$ cat src/rtl/fsm_trace_monitor_if.sv
// Trace stream between fsm_trace_monitor and its consumer.
// The monitor drives entries (valid/data/id); the consumer returns ready.
interface fsm_trace_monitor_if #(
  parameter int DATA_W = 24
);
  logic              m_valid;
  logic              m_ready;
  logic [DATA_W-1:0] m_data;
  logic [7:0]        m_id;

  modport master (
    output m_valid,
    output m_data,
    output m_id,
    input  m_ready
  );

  modport slave (
    input  m_valid,
    input  m_data,
    input  m_id,
    output m_ready
  );
endinterface

$ cat src/rtl/fsm_trace_monitor.sv
// fsm_trace_monitor
// Passive observer of a state vector. While capture is enabled, every change
// of state_i is recorded as {ts, prev_state, new_state} in a show-ahead trace
// FIFO that a consumer drains over a valid/ready stream. Events that find the
// FIFO full (and no pop in the same cycle) are dropped and counted.
module fsm_trace_monitor #(
  parameter int STATE_W = 4,
  parameter int TS_W    = 16,
  parameter int DEPTH   = 8,
  parameter int NAME    = 0
) (
  input  logic                     aclk,
  input  logic                     srst,
  input  logic [STATE_W-1:0]       state_i,
  input  logic                     trace_en,
  input  logic                     clear_i,
  fsm_trace_monitor_if.master      m,
  output logic [$clog2(DEPTH):0]   level,
  output logic                     overflow,
  output logic [7:0]               drop_cnt
);

  localparam int AW = $clog2(DEPTH);
  localparam int LW = AW + 1;
  localparam int DW = TS_W + 2 * STATE_W;

  typedef enum logic [0:0] {
    IDLE = 1'b0,
    RUN  = 1'b1
  } state_t;

  // capture FSM
  state_t             state_r;
  state_t             state_nxt_s;
  logic               capture_s;
  logic               load_prev_s;

  // event path
  logic [TS_W-1:0]    ts_r;
  logic [STATE_W-1:0] prev_r;
  logic               event_s;
  logic [DW-1:0]      entry_s;

  // FIFO
  logic [DW-1:0]      mem_r [DEPTH];
  logic [AW-1:0]      wr_ptr_r;
  logic [AW-1:0]      rd_ptr_r;
  logic [AW-1:0]      rd_ptr_nxt_s;
  logic [LW-1:0]      level_r;
  logic [LW-1:0]      level_nxt_s;
  logic               pop_s;
  logic               push_s;
  logic               drop_s;
  logic [DW-1:0]      head_nxt_s;
  logic               m_valid_r;
  logic [DW-1:0]      m_data_r;

  // drop bookkeeping
  logic               overflow_r;
  logic [7:0]         drop_cnt_r;

  // Capture FSM state register
  always_ff @(posedge aclk) begin
    if (srst) begin
      state_r <= IDLE;
    end else begin
      state_r <= state_nxt_s;
    end
  end

  // Capture FSM next-state: RUN follows trace_en
  always_comb begin
    state_nxt_s = state_r;
    case (state_r)
      IDLE: begin
        if (trace_en) state_nxt_s = RUN;
        else          state_nxt_s = IDLE;
      end
      RUN: begin
        if (trace_en) state_nxt_s = RUN;
        else          state_nxt_s = IDLE;
      end
      default: state_nxt_s = IDLE;
    endcase
  end

  // Capture FSM outputs: the enable edge only arms prev, RUN captures and tracks
  always_comb begin
    capture_s   = 1'b0;
    load_prev_s = 1'b0;
    case (state_r)
      IDLE: begin
        capture_s   = 1'b0;
        load_prev_s = trace_en;
      end
      RUN: begin
        capture_s   = trace_en;
        load_prev_s = 1'b1;
      end
      default: begin
        capture_s   = 1'b0;
        load_prev_s = 1'b0;
      end
    endcase
  end

  // Free-running timestamp, restarts at zero after reset and wraps silently
  always_ff @(posedge aclk) begin
    if (srst) begin
      ts_r <= {TS_W{1'b0}};
    end else begin
      ts_r <= ts_r + {{(TS_W-1){1'b0}}, 1'b1};
    end
  end

  // Previous-state register used for change detection
  always_ff @(posedge aclk) begin
    if (srst) begin
      prev_r <= {STATE_W{1'b0}};
    end else if (load_prev_s) begin
      prev_r <= state_i;
    end else begin
      prev_r <= prev_r;
    end
  end

  // Event detection, push/pop/drop decisions
  always_comb begin
    event_s = capture_s && (state_i != prev_r);
    entry_s = {ts_r, prev_r, state_i};
    pop_s   = m_valid_r && m.m_ready;
    // A simultaneous pop frees a slot even when the FIFO is full
    push_s  = event_s && ((level_r < LW'(DEPTH)) || pop_s);
    drop_s  = event_s && !push_s;
  end

  // Next occupancy and read pointer
  always_comb begin
    level_nxt_s = level_r;
    case ({push_s, pop_s})
      2'b10:   level_nxt_s = level_r + {{(LW-1){1'b0}}, 1'b1};
      2'b01:   level_nxt_s = level_r - {{(LW-1){1'b0}}, 1'b1};
      default: level_nxt_s = level_r;
    endcase
    if (pop_s) rd_ptr_nxt_s = rd_ptr_r + {{(AW-1){1'b0}}, 1'b1};
    else       rd_ptr_nxt_s = rd_ptr_r;
  end

  // Head of the FIFO after this edge; the pushed entry becomes head only
  // when it will be the sole occupant
  always_comb begin
    head_nxt_s = m_data_r;
    if (push_s && (level_nxt_s == {{(LW-1){1'b0}}, 1'b1})) begin
      head_nxt_s = entry_s;
    end else if (level_nxt_s != {LW{1'b0}}) begin
      head_nxt_s = mem_r[rd_ptr_nxt_s];
    end else begin
      head_nxt_s = m_data_r;
    end
  end

  // FIFO storage
  always_ff @(posedge aclk) begin
    if (srst) begin
      for (int i = 0; i < DEPTH; i++) begin
        mem_r[i] <= {DW{1'b0}};
      end
    end else if (push_s) begin
      mem_r[wr_ptr_r] <= entry_s;
    end else begin
      mem_r[wr_ptr_r] <= mem_r[wr_ptr_r];
    end
  end

  // FIFO pointers, occupancy and registered show-ahead output
  always_ff @(posedge aclk) begin
    if (srst) begin
      wr_ptr_r  <= {AW{1'b0}};
      rd_ptr_r  <= {AW{1'b0}};
      level_r   <= {LW{1'b0}};
      m_valid_r <= 1'b0;
      m_data_r  <= {DW{1'b0}};
    end else begin
      if (push_s) wr_ptr_r <= wr_ptr_r + {{(AW-1){1'b0}}, 1'b1};
      else        wr_ptr_r <= wr_ptr_r;
      rd_ptr_r  <= rd_ptr_nxt_s;
      level_r   <= level_nxt_s;
      m_valid_r <= (level_nxt_s != {LW{1'b0}});
      m_data_r  <= head_nxt_s;
    end
  end

  // Sticky overflow and saturating drop counter; a drop beats a clear
  always_ff @(posedge aclk) begin
    if (srst) begin
      overflow_r <= 1'b0;
      drop_cnt_r <= 8'd0;
    end else if (drop_s) begin
      overflow_r <= 1'b1;
      if (clear_i)                    drop_cnt_r <= 8'd1;
      else if (drop_cnt_r == 8'd255)  drop_cnt_r <= drop_cnt_r;
      else                            drop_cnt_r <= drop_cnt_r + 8'd1;
    end else if (clear_i) begin
      overflow_r <= 1'b0;
      drop_cnt_r <= 8'd0;
    end else begin
      overflow_r <= overflow_r;
      drop_cnt_r <= drop_cnt_r;
    end
  end

  assign m.m_valid = m_valid_r;
  assign m.m_data  = m_data_r;
  assign m.m_id    = 8'(NAME);
  assign level     = level_r;
  assign overflow  = overflow_r;
  assign drop_cnt  = drop_cnt_r;

endmodule

$ cat src/flat_wrapper.sv
// flat-port wrapper written by rule: the top's interface ports become plain ports
module fsm_trace_monitor_flat 
#(
  parameter int STATE_W = 4,
  parameter int TS_W    = 16,
  parameter int DEPTH   = 8,
  parameter int NAME    = 0
)
  (aclk, srst, state_i, trace_en, clear_i, level, overflow, drop_cnt, m_m_valid, m_m_data, m_m_id, m_m_ready);
  fsm_trace_monitor_if m_i ();
  input  logic aclk;
  input  logic srst;
  input  logic [STATE_W-1:0] state_i;
  input  logic trace_en;
  input  logic clear_i;
  output logic [$clog2(DEPTH):0] level;
  output logic overflow;
  output logic [7:0] drop_cnt;
  output wire logic [$bits(m_i.m_valid)-1:0] m_m_valid;
  output wire logic [$bits(m_i.m_data)-1:0] m_m_data;
  output wire logic [$bits(m_i.m_id)-1:0] m_m_id;
  input wire logic [$bits(m_i.m_ready)-1:0] m_m_ready;
  assign m_m_valid = m_i.m_valid;
  assign m_m_data = m_i.m_data;
  assign m_m_id = m_i.m_id;
  assign m_i.m_ready = m_m_ready;
  fsm_trace_monitor #(.STATE_W(STATE_W), .TS_W(TS_W), .DEPTH(DEPTH), .NAME(NAME)) u_core (.aclk(aclk), .srst(srst), .state_i(state_i), .trace_en(trace_en), .clear_i(clear_i), .m(m_i), .level(level), .overflow(overflow), .drop_cnt(drop_cnt));
endmodule
$ cat config.mk
export PLATFORM = sky130hd
export DESIGN_NAME = fsm_trace_monitor_flat
export DESIGN_NICKNAME = d
export VERILOG_FILES = /design/src/rtl/fsm_trace_monitor_if.sv /design/src/rtl/fsm_trace_monitor.sv /design/src/flat_wrapper.sv
export SDC_FILE = /design/constraint.sdc
export NUM_CORES = 1
export LEC_CHECK = 0
export BUFFER_PORTS_ARGS = -buffer_cell sky130_fd_sc_hd__buf_2
export CAP_MARGIN = 10
export CORE_MARGIN = 2
export CORE_UTILIZATION = 55
export CTS_CLUSTER_DIAMETER = 100
export DETAILED_ROUTE_END_ITERATION = 8
export GPL_TIMING_DRIVEN = 1
export PLACE_DENSITY = 0.75
export SETUP_SLACK_MARGIN = 0.4
export SLEW_MARGIN = 25
export SYNTH_ARGS = -nofsm -noshare
export SYNTH_HDL_FRONTEND = slang
export SYNTH_SLANG_ARGS = --single-unit
$ cat constraint.sdc
create_clock -name aclk -period 3 [get_ports aclk]
set_input_delay 0.3 -clock aclk [delete_from_list [all_inputs] [get_ports aclk]]
set_output_delay 0.3 -clock aclk [all_outputs]
set_load 0.02 [all_outputs]
==> out/metrics.yaml, run 1 <==
cts:
  clock_latency_ns: 0.53
  ctsLongestPathBuffers: 3
  cts_tree: "yes"
  htreeDepth: 1
  cts_num_sinks: 257
  clk_pin_slew_worst_paths_ns: 0.06
  cts_buffers: 26
  hold_buffers: 0
  clockRootBuffer: "clkbuf_16"
routing:
  drc: 0
  first_iter_violations: 742
  ant_nets: 0
  wl_per_cell_um: 22.3
  via_per_inst: 5.99
  num_vias: 8083
  routed_wl_um: 30000
  drtPass1Iterations: 5
yosys:
  yosysUniqueCellTypes: 64
  synthCells: 972
  yosys-top-cells-area: "edfxtp_1 48%, dfxtp_1 11%, and2_1 9.5%"
  synth-seq-cells: 257
  synthArstFlopShare_pct: 0
  yosys_warnings: 0
  syn_area_per_cell_um2: 12.3
  yosysSeqAreaShare_pct: 58.9
  synth_top_area_share_pct: 48.0
  synth_flop_cell: "edfxtp_1"
  syn_area_mm2: 0.0120
  synth_edf_count: 192
  synth_largest_area_cell: "edfxtp_1"
min_path:
  hold_depth: 4
  min_from: "clear_i"
  hold_path.class: "input port to register"
  hold-path-endpoint: "u_core.overflow"
cells_and_area:
  fill_cells: 1571
  num_antenna_cells: 0
  fin_cells: 1349
  seq_area_mm2: 0.00707
  postLayoutCellArea_mm2: 0.0144
  drive_gt1_share_pct: 23.5
  nNetsFinal: 1065
  utilization_pct: 66.4
  multi_input_area_mm2: 0.00491
  area_growth_pct: 19.7
pwr:
  power.net_switching_mw: 2.62
  ir_worst_vdd_v: 0.000437
  p_clk_share_pct: 36.7
  p_per_area_mw_per_mm2: 674
  pwr-share-comb_pct: 20.4
  p_leak_nw: 5.64
  switching_share_pct: 27.1
  p_int_mw: 7.05
  seq_power_share_pct: 42.9
  power_mw: 9.68
setup_path:
  worstSetupStartpointType: "register"
  crit_path_end_kind: "register"
  cpPeakStageDelay_ns: 0.33
  cp.arrival_ns: 3.72
  r2r_start: "u_core.prev_r[1]"
  cpMaxStageDelayCell: "dfxtp_2"
  path_delay_family: "compound AO/OA/AOI/OAI gates"
  r2r.worst_path.cells: 15
  startpoint: "u_core.prev_r[1]"
  path_max_fanout: 7
  timing.rr.end: "u_core.m.m_data[10]"
  reg2reg_slack_ns: -0.25
  cp_num_buf_inv: 3
  cp_cell_sequence: "xnor2_2 > a41o_2 > nor2_4 > inv_2 > ha_4 > xor2_1 > ha_2 > a21oi_2 > mux2_4 > buf_6 > mux2_4 > a41o_4 > buf_12 > a2111oi_4 > a221o_1"
  cp.required_ns: 3.47
  crit_top_cell: "mux2_4"
  crit_type: "register to register"
status:
  violations: "negative setup slack"
  status: "finished with violations"
floorplan:
  rows: 54
  design.core.area_mm2: 0.0216
  initial_core_util_pct: 55.5
  die_y_um: 152
  fp.dieW_um: 152
  die_area_mm2: 0.0230
  ioPinCount: 55
grt:
  antenna_found_initial: 0
  grt_pass1_wl_um: 45900
  grt-ovfl-total: 0
  grtUsageTotal_pct: 26.8
  grt_max_degree: 28
  grt_pass1_vias: 8016
sta:
  rsz0062_at_grt: "true"
  max_freq_mhz: 308
  final_hold_viol_count: 0
  fin_crit_sh_pct: 108
  worst_slew_pin_slew_ns: 0.753
  setup_ws_ns: -0.252
  clock_skew_ns: 0.00998
  maxSlewHeadroom_pct: 49.4
  min_period_ns: 3.25
  setup_viol: 23
  maxSlewViolCount: 0
place:
  port-buffer-count: 46
  dp_hpwl_um: 17500
  place.gp.congestion: 0.867
  postPlaceCellArea_mm2: 0.0132
  placed_cells_incl_taps: 1293
run:
  cap_viol_max_count: 0
per-layer routing:
layer	part of all wire, %	GRT usage [%]	vias up
li1	-	-	3666
met1	41	35.9	3958
met2	48	44.7	377
met3	7.9	4.04	82
met4	3.3	9.21	0
met5	0	0	-
power by group through the flow:
| stage | combinational (mW) | sequential (mW) | clock (mW) |
|---|---|---|---|
| floorplan | 1.11 | 4.30 | 0 |
| global route | 2.10 | 4.17 | 3.71 |
| CTS | 1.92 | 4.15 | 3.58 |
| detailed placement | 1.83 | 4.22 | 0 |
| finish | 1.98 | 4.15 | 3.55 |
| global placement | 1.79 | 4.22 | 0 |
layout by cell type, fill, tap and decap left out, types with 4 or more instances in the layout:
master       n
o21ai_0     14
xor2_1      10
nand3_1      7
a21oi_1     14
a2111oi_4   21
bufinv_16    4
nand4_1      5
xnor2_1     12
or2_4        6
nor2b_1      7
buf_12      10
inv_1       11
and2_1     183
mux2_1       9
nor3_1      13
a221o_1     23
conb_1       8
nand2_1     64
mux2i_1     53
a32o_1       4
edfxtp_1   192
clkbuf_16   29
dfxtp_1     63
ha_1         4
or3_1        8
o2bb2ai_1   20
nor2_1      38
and3_1      25
mux2_2      12
buf_4       65
or2_2        4
nor4_1       5
buf_2       46
clkbuf_8     6
worst max path at each step:
stage                                to  slack (ns)  cells after the start
floorplan           u_core.m.m_data[15]       -0.21                     16
global placement     u_core.m.m_data[0]       -0.58                     14
detailed placement   u_core.m.m_data[6]       -0.36                     16
finish              u_core.m.m_data[10]       -0.25                     15
global route         u_core.m.m_data[6]       -0.36                     15
CTS                 u_core.m.m_data[20]       -0.25                     15
layout make-up:
cell class,count,share of cell area [%]
multi-input cells,625,34.2
flip-flops and latches,257,49.2
clock inverters,11,1.16
well taps,280,2.44
repair buffers,126,7.05
clock buffers,37,5.53
inverters,13,0.357
synth_stat cells, types with 3 or more instances:
cell type,instances
a2111oi_0,4
a2111oi_2,20
a211oi_1,3
a21oi_1,14
a221o_1,23
a32o_1,4
and2_0,3
and2_1,183
and3_1,25
buf_1,3
buf_2,12
buf_4,13
clkbuf_1,54
dfxtp_1,65
edfxtp_1,192
ha_1,7
inv_1,11
mux2_1,9
mux2_2,13
mux2i_1,53
nand2_1,65
nand3_1,7
nand3b_1,3
nand4_1,5
nor2_1,40
nor2b_1,8
nor3_1,14
nor3_2,3
nor4_1,5
o21ai_0,14
o2bb2ai_1,20
or2_2,10
or3_1,8
xnor2_1,13
xor2_1,10
cells by family (layout without fill, tap and decap cells):
| logic type | Yosys count | in the layout | share of synthesized area [%] |
|---|---|---|---|
| fa+ha+maj | 7 | 7 | 0.730 |
| xor+xnor | 25 | 25 | 2.04 |
| compound gates | 119 | 119 | 9.10 |
| buf+inv | 97 | 187 | 3.71 |
| flops | 257 | 257 | 58.9 |
| mux | 79 | 79 | 7.11 |
| other cells | 1 | 8 | 0.0312 |
| simple gates | 387 | 387 | 18.4 |
what timing repair did:
action | 4_1_cts | 5_1_grt
buffers inserted | 5 | 1
gates resized for setup | 14 | 8
cloned | 1 | 1
endpoints found under the setup margin | 30 | 99
pin swaps | 2 | 4
sequential cells by signal, indices dropped and copies added, names as in the netlist:
| register | flops |
|---|---|
| u_core.drop_cnt | 8 |
| u_core.level | 4 |
| u_core.m.m_data | 24 |
| u_core.m.m_valid | 1 |
| u_core.mem_r | 192 |
| u_core.overflow | 1 |
| u_core.prev_r | 4 |
| u_core.rd_ptr_r | 3 |
| u_core.state_r | 1 |
| u_core.ts_r | 16 |
| u_core.wr_ptr_r | 3 |
metrics by stage:
step / hold slack (ns) / setup TNS, ns / setup slack, ns
6_report: 0.121 / -4.88 / -0.252
5_1_grt: 0.152 / -7.64 / -0.365
4_1_cts: 0.111 / -4.52 / -0.247
3_5_place_dp: 0.478 / -7.40 / -0.356
3_3_place_gp: 0.473 / -13.34 / -0.583
2_1_floorplan: 0.428 / -4.68 / -0.210
worst min-delay path, stage by stage:
cell	delay, ns
buf_2	0.12
inv_1	0.06
a21oi_1	0.06
nor2_1	0.07
Note: power is estimated with default switching activity, not from simulation.
==> run 2: changes to the inputs <==
- ABC_CLOCK_PERIOD_IN_PS: not set -> 3000
- CTS_BUF_LIST: not set -> sky130_fd_sc_hd__clkbuf_8
==> out/metrics.yaml, run 2 (same netlist as run 1, synthesis figures left out) <==
status:
  status: "finished with violations"
  violations: "negative setup slack"
pwr:
  p_int_mw: 6.43
  power.net_switching_mw: 2.63
  seq_power_share_pct: 45.9
  switching_share_pct: 29.0
  p_clk_share_pct: 32.9
  p_leak_nw: 5.62
  ir_worst_vdd_v: 0.000496
  pwr-share-comb_pct: 21.3
  p_per_area_mw_per_mm2: 639
cells_and_area:
  area_growth_pct: 18.1
  postLayoutCellArea_mm2: 0.0142
  fill_cells: 1644
  drive_gt1_share_pct: 23.4
  mostFrequentLayoutCells: "192 x edfxtp_1, 183 x and2_1, 64 x nand2_1, 64 x buf_4, 63 x dfxtp_1"
  nNetsFinal: 1079
  largest_reg_flops: 192
  top_register: "u_core.mem_r"
  num_antenna_cells: 0
  final_common_cell: "edfxtp_1"
place:
  postPlaceCellArea_mm2: 0.0132
  place.gp.congestion: 0.867
  port-buffer-count: 46
  dp_hpwl_um: 17500
routing:
  via_per_inst: 5.89
  num_vias: 8102
  drc: 0
  first_iter_violations: 736
  ant_nets: 0
  drtPass1Iterations: 5
  wl_per_cell_um: 21.9
  routed_wl_um: 30200
setup_path:
  cpMaxStageDelayCell: "dfxtp_2"
  cp_cell_sequence: "xnor2_2 > a41o_2 > nor2_4 > inv_2 > ha_4 > xor2_1 > ha_2 > a21oi_2 > mux2_4 > buf_6 > mux2_4 > a41o_4 > buf_12 > a2111oi_4 > a221o_1"
  crit_top_cell: "mux2_4"
  endpoint: "u_core.m.m_data[6]"
  path_max_fanout: 6
  reg2reg_slack_ns: -0.23
  cp_num_buf_inv: 3
  cp.arrival_ns: 3.71
  cpPeakStageDelay_ns: 0.33
  startpoint: "u_core.prev_r[1]"
  path_delay_family: "compound AO/OA/AOI/OAI gates"
  crit_type: "register to register"
  critical_path_depth: 15
  timing.rr.end: "u_core.m.m_data[6]"
  cp.required_ns: 3.48
  crit_path_end_kind: "register"
  worstSetupStartpointType: "register"
  r2r.worst_path.cells: 15
  r2r_start: "u_core.prev_r[1]"
grt:
  use_met3_pct: 4.52
  grtUsageTotal_pct: 27.1
  grt_pass1_vias: 8016
  busiest_layer: "met2"
  grt_pass1_wl_um: 46000
  met2_usage_pct: 45.6
  grt_max_degree: 28
  antenna_found_initial: 0
  grt-ovfl-total: 0
  met1_usage_pct: 35.9
sta:
  worst_slew_pin_slew_ns: 0.734
  setup_ws_ns: -0.229
  clock_skew_ns: 0.0344
  max_freq_mhz: 310
  rsz0062_at_grt: "true"
  fin_crit_sh_pct: 108
  min_period_ns: 3.23
  final_hold_viol_count: 0
  setup_viol: 23
  maxSlewViolCount: 0
  tns_ns: -4.30
  maxSlewHeadroom_pct: 50.7
run:
  cap_viol_max_count: 0
cts:
  ctsLongestPathBuffers: 3
  clk_pin_slew_worst_paths_ns: 0.06
  cts_buffers: 42
  cts_tree: "yes"
  clock_latency_ns: 0.55
  hold_buffers: 0
  clockRootBuffer: "clkbuf_8"
  cts_num_sinks: 257
  htreeDepth: 2
floorplan:
  die_area_mm2: 0.0230
  rows: 54
  fp.dieW_um: 152
  design.core.area_mm2: 0.0216
  die_y_um: 152
  initial_core_util_pct: 55.5
  ioPinCount: 55
min_path:
  hold_path.class: "input port to register"
-- run 2: cell count changes in the layout (fill, tap and decap cells not counted), moves of 2 or more --
cell        previous run  this run
clkinv_1               0         8
clkbuf_1               3         0
clkbuf_16             29         0
inv_1                 11        25
clkbuf_8               6        50
clkinvlp_4             3         1
bufinv_16              4         1
-- run 2: power by group through the flow --
stage	registers [mW]	logic (mW)	clock network, mW
6_report	4.15	1.93	2.98
5_1_grt	4.17	2.05	3.14
4_1_cts	4.15	1.92	3.00
3_5_place_dp	4.22	1.83	0
3_3_place_gp	4.22	1.79	0
2_1_floorplan	4.30	1.11	0
-- run 2: layer usage --
| layer | up-vias | part of all wire (%) |
|---|---|---|
| met5 | - | 0 |
| met4 | 0 | 2.3 |
| met3 | 67 | 7.0 |
| met2 | 340 | 49 |
| met1 | 3993 | 42 |
| li1 | 3702 | - |
-- run 2: repair_timing --
item                                    in CTS  in global routing
endpoints found under the hold margin        0                  0
pin swaps                                    2                  1
cloned                                       1                  0
resized for setup                           14                  5
endpoints found under the setup margin      27                 95
buffers inserted                             5                  0
-- run 2: how the worst min path moves through the flow --
stage	startpoint	end	slack, ns	cells past startpoint
5_1_grt	clear_i	u_core.drop_cnt[0]	0.12	4
6_report	clear_i	u_core.drop_cnt[0]	0.1	4
4_1_cts	clear_i	u_core.drop_cnt[0]	0.08	4
3_5_place_dp	u_core.overflow	u_core.overflow	0.48	2
3_3_place_gp	u_core.overflow	u_core.overflow	0.47	2
2_1_floorplan	trace_en	u_core.state_r	0.43	1
-- run 2: cell type report --
class | instances | area (um^2) | area share, %
flip-flops and latches | 257 | 7070 | 49.9
multi-input cells | 625 | 4900 | 34.6
repair buffers | 124 | 980 | 6.91
clock buffers | 50 | 688 | 4.86
well taps | 280 | 350 | 2.47
clock inverters | 26 | 130 | 0.918
inverters | 13 | 51.3 | 0.362
-- run 2: stage by stage --
step / cells / power [mW] / util (%) / hold slack (ns) / setup slack [ns]
detailed placement: 1293 / 6.05 / 61.0 / 0.478 / -0.356
finish: 1375 / 9.06 / 65.5 / 0.0995 / -0.229
CTS: 1375 / 9.07 / 65.5 / 0.0793 / -0.232
floorplan: 979 / 5.41 / - / 0.428 / -0.210
global route: 1375 / 9.37 / 65.5 / 0.123 / -0.344
global placement: 1291 / 6.01 / 60.9 / 0.473 / -0.583
-- run 2: worst min-delay path: cells and delay by family --
kind	cells	cell delay (ns)
simple gates	1	0.07
buf+inv	2	0.15
compound gates	1	0.07
